[src/rtl/core_pkg.sv]
// rtl/core_pkg.sv - shared status encodings and supervisor state type
package core_pkg;

  localparam int STATUS_W = 2;

  localparam logic [STATUS_W-1:0] STATUS_HOLD = 2'b00;
  localparam logic [STATUS_W-1:0] STATUS_RUN  = 2'b01;
  localparam logic [STATUS_W-1:0] STATUS_STOP = 2'b10;

  typedef enum logic [1:0] {
    SUP_IDLE   = 2'd0,
    SUP_LAUNCH = 2'd1,
    SUP_RUN    = 2'd2,
    SUP_DONE   = 2'd3
  } sup_state_e;

endpackage

[src/rtl/sat_counter.sv]
// rtl/sat_counter.sv - clearable up-counter that sticks at all-ones
module sat_counter #(
  parameter int W = 32
) (
  input  logic         clk_i,
  input  logic         rst_i,
  input  logic         clear_i,
  input  logic         enable_i,
  output logic [W-1:0] count_o
);

  logic [W-1:0] count_q, count_d;

  always_comb begin
    count_d = count_q;
    if (clear_i) begin
      count_d = '0;
    end else if (enable_i && (count_q != {W{1'b1}})) begin
      count_d = count_q + W'(1);
    end
  end

  always_ff @(posedge clk_i) begin
    if (rst_i) begin
      count_q <= '0;
    end else begin
      count_q <= count_d;
    end
  end

  assign count_o = count_q;

endmodule

[src/rtl/core_supervisor.sv]
// rtl/core_supervisor.sv - launches a multi-core job, collects per-core completion
// and reports done/abort/timeout with a RUN cycle count
module core_supervisor
  import core_pkg::*;
#(
  parameter int NUM_CORES  = 4,
  parameter int CNT_W      = 32,
  parameter int MAX_CYCLES = 100000
) (
  input  logic                          clock,
  input  logic                          reset,
  input  logic                          start,
  input  logic                          abort,
  input  logic [3:0]                    num_active,
  input  logic [NUM_CORES-1:0]          end_process,
  output logic [STATUS_W*NUM_CORES-1:0] status,
  output logic                          busy,
  output logic                          done,
  output logic                          timed_out,
  output logic                          aborted,
  output logic [NUM_CORES-1:0]          done_mask,
  output logic [CNT_W-1:0]              cycle_count
);

  sup_state_e                    state_q, state_d;
  logic [3:0]                    act_q, act_d;
  logic [NUM_CORES-1:0]          mask_q, mask_d;
  logic [NUM_CORES-1:0]          active;
  logic [STATUS_W*NUM_CORES-1:0] status_q, status_d;
  logic                          busy_q, busy_d;
  logic                          done_q, done_d;
  logic                          to_q, to_d;
  logic                          ab_q, ab_d;
  logic                          cnt_clear, cnt_en;
  logic                          timeout_hit;
  logic [3:0]                    act_clamped;

  assign act_clamped = (int'(num_active) > NUM_CORES) ? 4'(NUM_CORES) : num_active;
  assign timeout_hit = (MAX_CYCLES != 0) && (cycle_count == CNT_W'(MAX_CYCLES - 1));

  always_comb begin
    for (int k = 0; k < NUM_CORES; k++) begin
      active[k] = (int'(act_q) > k);
    end
  end

  always_comb begin
    state_d   = state_q;
    act_d     = act_q;
    mask_d    = mask_q;
    status_d  = status_q;
    to_d      = to_q;
    ab_d      = ab_q;
    cnt_clear = 1'b0;
    cnt_en    = 1'b0;
    case (state_q)
      SUP_IDLE, SUP_DONE: begin
        if (start) begin
          state_d   = SUP_LAUNCH;
          act_d     = act_clamped;
          mask_d    = '0;
          to_d      = 1'b0;
          ab_d      = 1'b0;
          cnt_clear = 1'b1;
          status_d  = '0;
        end
      end
      SUP_LAUNCH: begin
        state_d = (act_q == 4'd0) ? SUP_DONE : SUP_RUN;
        for (int k = 0; k < NUM_CORES; k++) begin
          status_d[STATUS_W*k +: STATUS_W] = active[k] ? STATUS_RUN : STATUS_HOLD;
        end
      end
      SUP_RUN: begin
        cnt_en = 1'b1;
        mask_d = mask_q | (end_process & active);
        if (abort) begin
          ab_d    = 1'b1;
          state_d = SUP_DONE;
        end else if (timeout_hit) begin
          to_d    = 1'b1;
          state_d = SUP_DONE;
        end else if ((mask_d & active) == active) begin
          state_d = SUP_DONE;
        end
        // Leaving RUN forces every active core to STOP, whatever its mask bit.
        for (int k = 0; k < NUM_CORES; k++) begin
          if (!active[k]) begin
            status_d[STATUS_W*k +: STATUS_W] = STATUS_HOLD;
          end else if ((state_d == SUP_DONE) || mask_d[k]) begin
            status_d[STATUS_W*k +: STATUS_W] = STATUS_STOP;
          end else begin
            status_d[STATUS_W*k +: STATUS_W] = STATUS_RUN;
          end
        end
      end
      default: state_d = SUP_IDLE;
    endcase
    busy_d = (state_d == SUP_LAUNCH) || (state_d == SUP_RUN);
    done_d = (state_d == SUP_DONE);
  end

  always_ff @(posedge clock) begin
    if (reset) begin
      state_q  <= SUP_IDLE;
      act_q    <= '0;
      mask_q   <= '0;
      status_q <= '0;
      busy_q   <= 1'b0;
      done_q   <= 1'b0;
      to_q     <= 1'b0;
      ab_q     <= 1'b0;
    end else begin
      state_q  <= state_d;
      act_q    <= act_d;
      mask_q   <= mask_d;
      status_q <= status_d;
      busy_q   <= busy_d;
      done_q   <= done_d;
      to_q     <= to_d;
      ab_q     <= ab_d;
    end
  end

  sat_counter #(.W(CNT_W)) u_cycle_cnt (
    .clk_i    (clock),
    .rst_i    (reset),
    .clear_i  (cnt_clear),
    .enable_i (cnt_en),
    .count_o  (cycle_count)
  );

  assign status    = status_q;
  assign busy      = busy_q;
  assign done      = done_q;
  assign timed_out = to_q;
  assign aborted   = ab_q;
  assign done_mask = mask_q;

endmodule
[config.mk]
export PLATFORM = sky130hd
export DESIGN_NAME = core_supervisor
export DESIGN_NICKNAME = d
export VERILOG_FILES = /design/src/rtl/core_pkg.sv /design/src/rtl/sat_counter.sv /design/src/rtl/core_supervisor.sv
export SDC_FILE = /design/constraint.sdc
export NUM_CORES = 1
export LEC_CHECK = 0
export CAP_MARGIN = 20
export CORE_ASPECT_RATIO = 0.5
export CORE_MARGIN = 3
export CORE_UTILIZATION = 46
export CTS_BUF_LIST = sky130_fd_sc_hd__clkbuf_8
export DETAILED_ROUTE_END_ITERATION = 8
export PLACE_DENSITY = 0.79
export SLEW_MARGIN = 5
export SYNTH_ARGS = -nofsm -noshare
export SYNTH_HDL_FRONTEND = slang
export SYNTH_SLANG_ARGS = --single-unit
[constraint.sdc]
create_clock -name clock -period 3.1 [get_ports clock]
set_input_delay 0.62 -clock clock [delete_from_list [all_inputs] [get_ports clock]]
set_output_delay 0.62 -clock clock [all_outputs]
set_load 0.1 [all_outputs]
# After elaboration in Yosys (flattened, before gate mapping)
# Index checks and enable logic that the tools add are counted.
totals:
  ff_bits: 54
  inputBits: 12
  out_inout_bits: 48
  word_cells: 80
op_classes:
  addsub: 1
  n_lt_le_gt_ge: 5
  n_eq_ne: 14
  muxes: 33
  bitwise_logic: 3
  n_reduce_logical: 15
op_table:
  columns: ["operator", "n"]
  rows:
  - ["32-bit by 1-bit adder with 32-bit output, second input constant", 1]
  - ["32-bit by 17-bit equality test with 1-bit output, second input constant", 1]
  - ["32-bit != test, second input constant", 1]
  - ["2-bit 2-to-1 mux", 13]
  - ["8-bit one-hot mux with 3 select lines", 1]
  - ["1-bit 2-to-1 mux", 12]
  - ["2-bit equality test, second input constant", 5]
  - ["4-bit AND", 2]
  - ["4-bit by 1-bit > comparator with 1-bit output, second input constant", 2]
  - ["4-bit by 2-bit > comparator with 1-bit output, second input constant", 2]
  - ["4-bit 2-to-1 mux", 2]
  - ["8-bit 2-to-1 mux", 1]
  - ["2-bit != test, second input constant", 4]
  - ["4-bit one-hot mux with 2 select lines", 1]
  - ["2-bit one-hot mux with 3 select lines", 1]
  - ["1-bit logical OR", 5]
  - ["2-bit by 1-bit equality test with 1-bit output, second input constant", 2]
  - ["4-bit equality test", 1]
  - ["4-bit by 3-bit > comparator with 1-bit output, second input constant", 1]
  - ["4-bit zero test", 1]
  - ["4-bit bitwise OR", 1]
  - ["1-bit one-hot mux with 2 select lines", 2]
  - ["2-bit AND reduction", 2]
  - ["4-bit AND reduction", 1]
  - ["5 further kinds", 6]

# Logic depth before layout (Yosys ltp)
logic_depth:
  ltp_word: 14
  mapped_depth: 8
  depth_no_buf: 8

# Cells and area by module
# A second synthesis with hierarchy kept.
unflattened:
  cells_unflattened: 338
  hier_area_um2: 2829.0
modules_own_cells:
  columns: ["module", "instances", "cells_per_inst", "area_per_inst_um2"]
  rows:
  - ["sat_counter", 1, 198, 1620.3]
  - ["core_supervisor", 1, 140, 1208.7]

# Least setup slack after synthesis
# OpenSTA, ideal clock, no wires.
synth_timing:
  path_type: "register to register"
  from: "register u_cycle_cnt.count_q[0] (netlist: u_cycle_cnt.count_o[0])"
  to: "register busy_q (netlist: busy)"
  setup_time_ns: 0.128
  arrival_time_ns: 2.757
  setup_slack_ns: 0.215
  stages_incl_launch_ff: 9
  period_less_slack_ns: 2.885
  path_cell_list: "dfxtp_1 > ha_1 > nand4_1 > or4_1 > nor3_1 > nor3_2 > a21oi_1 > ha_1 > nor2b_1"
synth_between:
  elab_chain_len: 7
  word_cells_on_any_way: 8
synth_lines:
  columns: ["element", "line_no", "text"]
  rows:
  - ["from (decl)", "sat_counter.sv:12", "logic [W-1:0] count_q, count_d;"]
  - ["from (signal assigned)", "sat_counter.sv:27", "count_q <= count_d;"]
  - ["32-bit by 17-bit equality test with 1-bit output (*)", "core_supervisor.sv:39", "assign timeout_hit = (MAX_CYCLES != 0) && (cycle_count == CNT_W'(MAX_CYCLES - 1));"]
  - ["2-bit 2-to-1 mux (*)", "core_supervisor.sv:80", "end else if (timeout_hit) begin"]
  - ["2-bit 2-to-1 mux (*)", "core_supervisor.sv:77", "if (abort) begin"]
  - ["2-bit 2-to-1 mux (*)", "core_supervisor.sv:56", "case (state_q)"]
  - ["2-bit one-hot mux with 3 select lines (*)", "core_supervisor.sv:56", null]
  - ["named net state_d[0]", "core_supervisor.sv:25", "sup_state_e state_q, state_d;"]
  - ["2-bit by 1-bit equality test with 1-bit output / 2-bit equality test (equally long branches)", "core_supervisor.sv:99", "busy_d = (state_d == SUP_LAUNCH) || (state_d == SUP_RUN);"]
  - ["1-bit logical OR (*)", "core_supervisor.sv:99", null]
  - ["named net busy_d", "core_supervisor.sv:30", "logic busy_q, busy_d;"]
  - ["to (signal assigned)", "core_supervisor.sv:118", "busy_q <= busy_d;"]
  - ["to (decl)", "core_supervisor.sv:30", null]
# The timed path passes the listed nets; every way through them passes the cells marked *. The select of a mux whose other input is x is not followed.
# A chain may end at the register's enable or synchronous reset.

# Worst setup path after layout
# Ends and elaborated chain as after synthesis.

==> impl_metrics.yaml <==
detailed_routing:
  top_layer_used: "met4"
  m1WireLength_mm: 3.54
  vias: 2914
  wl_met3_um: 570
  drtPass1Iterations: 5
  drt-total-wl_mm: 7.73
  routed_via_density: 6.00
  wl_per_cell_um: 15.9
  drt_iter0_markers: 184
  ant_nets: 0
  wl_met2_mm: 3.52
  drc: 0
floorplan:
  coreArea_um2: 5730
  die_w_um: 117
  initial_core_util_pct: 49.6
  ios: 60
  num_rows: 19
  dieArea_um2: 7220
  die_y_um: 61.6
yosys:
  netlist.area_leader.share_pct: 38.0
  ys.flop_type: "dfxtp_1"
  synth_edf_count: 0
  yosysMostFrequentCell: "dfxtp_1"
  synthTopCellsByCount: "54 x dfxtp_1, 38 x nor2_1, 32 x a21oi_1"
  netlist.top_cell.by_area: "dfxtp_1"
  yosysSeqAreaShare_pct: 38.0
  synthArstFlopShare_pct: 0
  netlist_instances: 343
  synthTopCellsByArea: "dfxtp_1 38%, a21oi_1 5.6%, nor2_1 5.0%"
  syn_nets: 359
  ys_ff_latch: 54
  yosysWarnings: 0
  synth_area_per_cell_um2: 8.29
  synth_cell_type_count: 54
  synth_area_um2: 2840
clock_network:
  cts_sinks: 54
  cts_buffers: 5
  ctsHoldBuffers: 0
  cts_resized: 0
  postCtsSetupRepairBufs: 0
  clk_pin_slew_worst_paths_ns: 0.10
  clock_path_buffers: 2
  cts_root_buffer: "clkbuf_8"
  clkLatencyLatePin_ns: 0.31
  cts_htree_levels: 2
  tritoncts: "done"
power:
  p_sw_share_pct: 40.4
  power_density_nw_per_um2: 575
  p_int_mw: 1.20
  p_sw_mw: 0.816
  clock_power_share_pct: 24.1
  comb_power_share_pct: 37.0
  pwr-share-seq_pct: 38.8
  ir_drop_uv: 315
  fin_total_pwr_mw: 2.02
  p_leak_nw: 1.33
placement:
  gp_congestion: 0.942
  dpl.cell_count: 478
  place_ws_ns: 0.644
  postPlaceCellArea_um2: 3400
  numPortBuffers: 59
  dp_hpwl_mm: 5.69
worst_setup_path:
  r2r_end: "busy"
  critical_path_class: "reg2reg"
  cpMostUsedCell: "ha_1"
  crit_arrival_ns: 2.70
  path_cells: "ha_1, nand4_1, or4_1, nor3_1, nor3_2, buf_4, a21oi_1, ha_1, nor2b_1"
  crit_buf_inv: 1
  r2r_setup_slack_ns: 0.60
  r2r-start: "u_cycle_cnt.count_o[0]"
  required_ns: 3.30
  critPathTopFamily: "simple AND/OR/NAND/NOR gates"
  reg2regPathDepth: 9
  startpoint_type: "flip-flop"
  endpoint_kind: "flip-flop"
  crit_slowest_cell: "dfxtp_1"
  cpPeakStageDelay_ns: 0.43
  critPathMaxFanout: 10
  critical_path_cell_count: 9
finish:
  syn_to_final_growth_pct: 23.5
  drive_gt1_share_pct: 18.4
  nets: 417
  fin_cells: 486
  regArea_um2: 1080
  nFillCells: 530
  antenna_cells: 0
  fin_area_um2: 3510
  multi_input_comb_area_um2: 1680
  fin_util_pct: 61.3
global_routing:
  grt_max_degree: 23
  grt_pass1_wl_mm: 12.6
  antenna_found_initial: 0
  grt_overflow: 0
  grt_pass1_vias: 2600
  grtUsageTotal_pct: 22.0
sta:
  fmax_mhz: 400
  finalSetupViolCount: 0
  fin_setup_tns_ns: 0
  setup_ws_ns: 0.599
  maxSlewHeadroom_pct: 57.2
  drv_slew: 0
  fin_worst_skew_ns: 0.00852
  hold_violations: 0
  fin_crit_sh_pct: 80.7
  hold_ws_ns: 0.511
  worst_slew_pin_slew_ns: 0.640
  rsz0062_at_grt: "false"
  period_minus_slack_ns: 2.50
job:
  drv_cap: 0
min_path:
  holdPathStages: 2
  worstHoldEndpoint: "timed_out"
  worstHoldStart: "timed_out"
  hold_path.class: "reg2reg"
outcome:
  run_status: "finished, final reports clean"
## state kept, by name, summed over array words and instances (netlist names)
register and count:
done_mask 4, busy 1, u_cycle_cnt.count_o 32, state_q 2, timed_out 1, status 8, done 1, act_q 4
aborted 1
## worst register-to-register path, stage by stage (launching register included)
cell and delay [ns]:
dfxtp_1 0.43, ha_1 0.24, nand4_1 0.14, or4_1 0.42, nor3_1 0.43, nor3_2 0.06
buf_4 0.18, a21oi_1 0.14, ha_1 0.23, nor2b_1 0.12
## worst max path at each step
stage | from | slack (ns) | endpoint
finish | u_cycle_cnt.count_o[0] | 0.60 | busy
CTS | u_cycle_cnt.count_o[0] | 0.63 | busy
detailed placement | end_process[3] | 0.64 | busy
global route | u_cycle_cnt.count_o[0] | 0.42 | busy
global placement | end_process[3] | 0.68 | busy
floorplan | u_cycle_cnt.count_o[0] | 0.21 | busy
## cell type report
class / count / share of cell area, %
clock inverter: 3 / 1.25
timing repair buffer: 65 / 14.7
clock buffer: 5 / 1.96
tap: 84 / 2.99
multi-input combinational: 270 / 47.8
inverter: 5 / 0.534
sequential: 54 / 30.8
## cells by family (layout without fill, tap and decap cells)
kind of cell,Yosys count,after routing,synth area share [%]
AO/OA/AOI/OAI,90,90,20.9
adder cells (fa/ha/maj),4,4,1.76
buffers and inverters,19,78,2.95
AND/OR/NAND/NOR,165,165,33.0
multiplexers,1,1,0.352
flip-flops,54,54,38.0
XOR/XNOR,10,10,3.08
## cells in the final DEF (no fill, tap or decap), drive strengths merged, types with 11 or more instances in the layout
master,synthesis,layout
a21oi,32,32
buf,3,54
clkdlybuf4s50,0,11
dfxtp,54,54
nand2,25,25
nand3,16,16
nand4,13,13
nor2,38,38
nor3,13,13
o21ai,14,14
or3,13,13
## power by group through the flow
| stage | registers (mW) | clock network [mW] | logic (mW) |
|---|---|---|---|
| after floorplan | 0.970 | 0 | 0.384 |
| after global placement | 0.797 | 0 | 0.735 |
| after detailed placement | 0.797 | 0 | 0.739 |
| after CTS | 0.783 | 0.496 | 0.744 |
| after global routing | 0.792 | 0.531 | 0.820 |
| final | 0.784 | 0.487 | 0.747 |
## per-layer routing
metal,vias up,global-route usage [%]
li1,1410,-
met1,1372,30.2
met2,120,35.5
met3,12,4.42
met4,0,6.86
met5,-,0
Note: power is estimated with default switching activity, not from simulation.
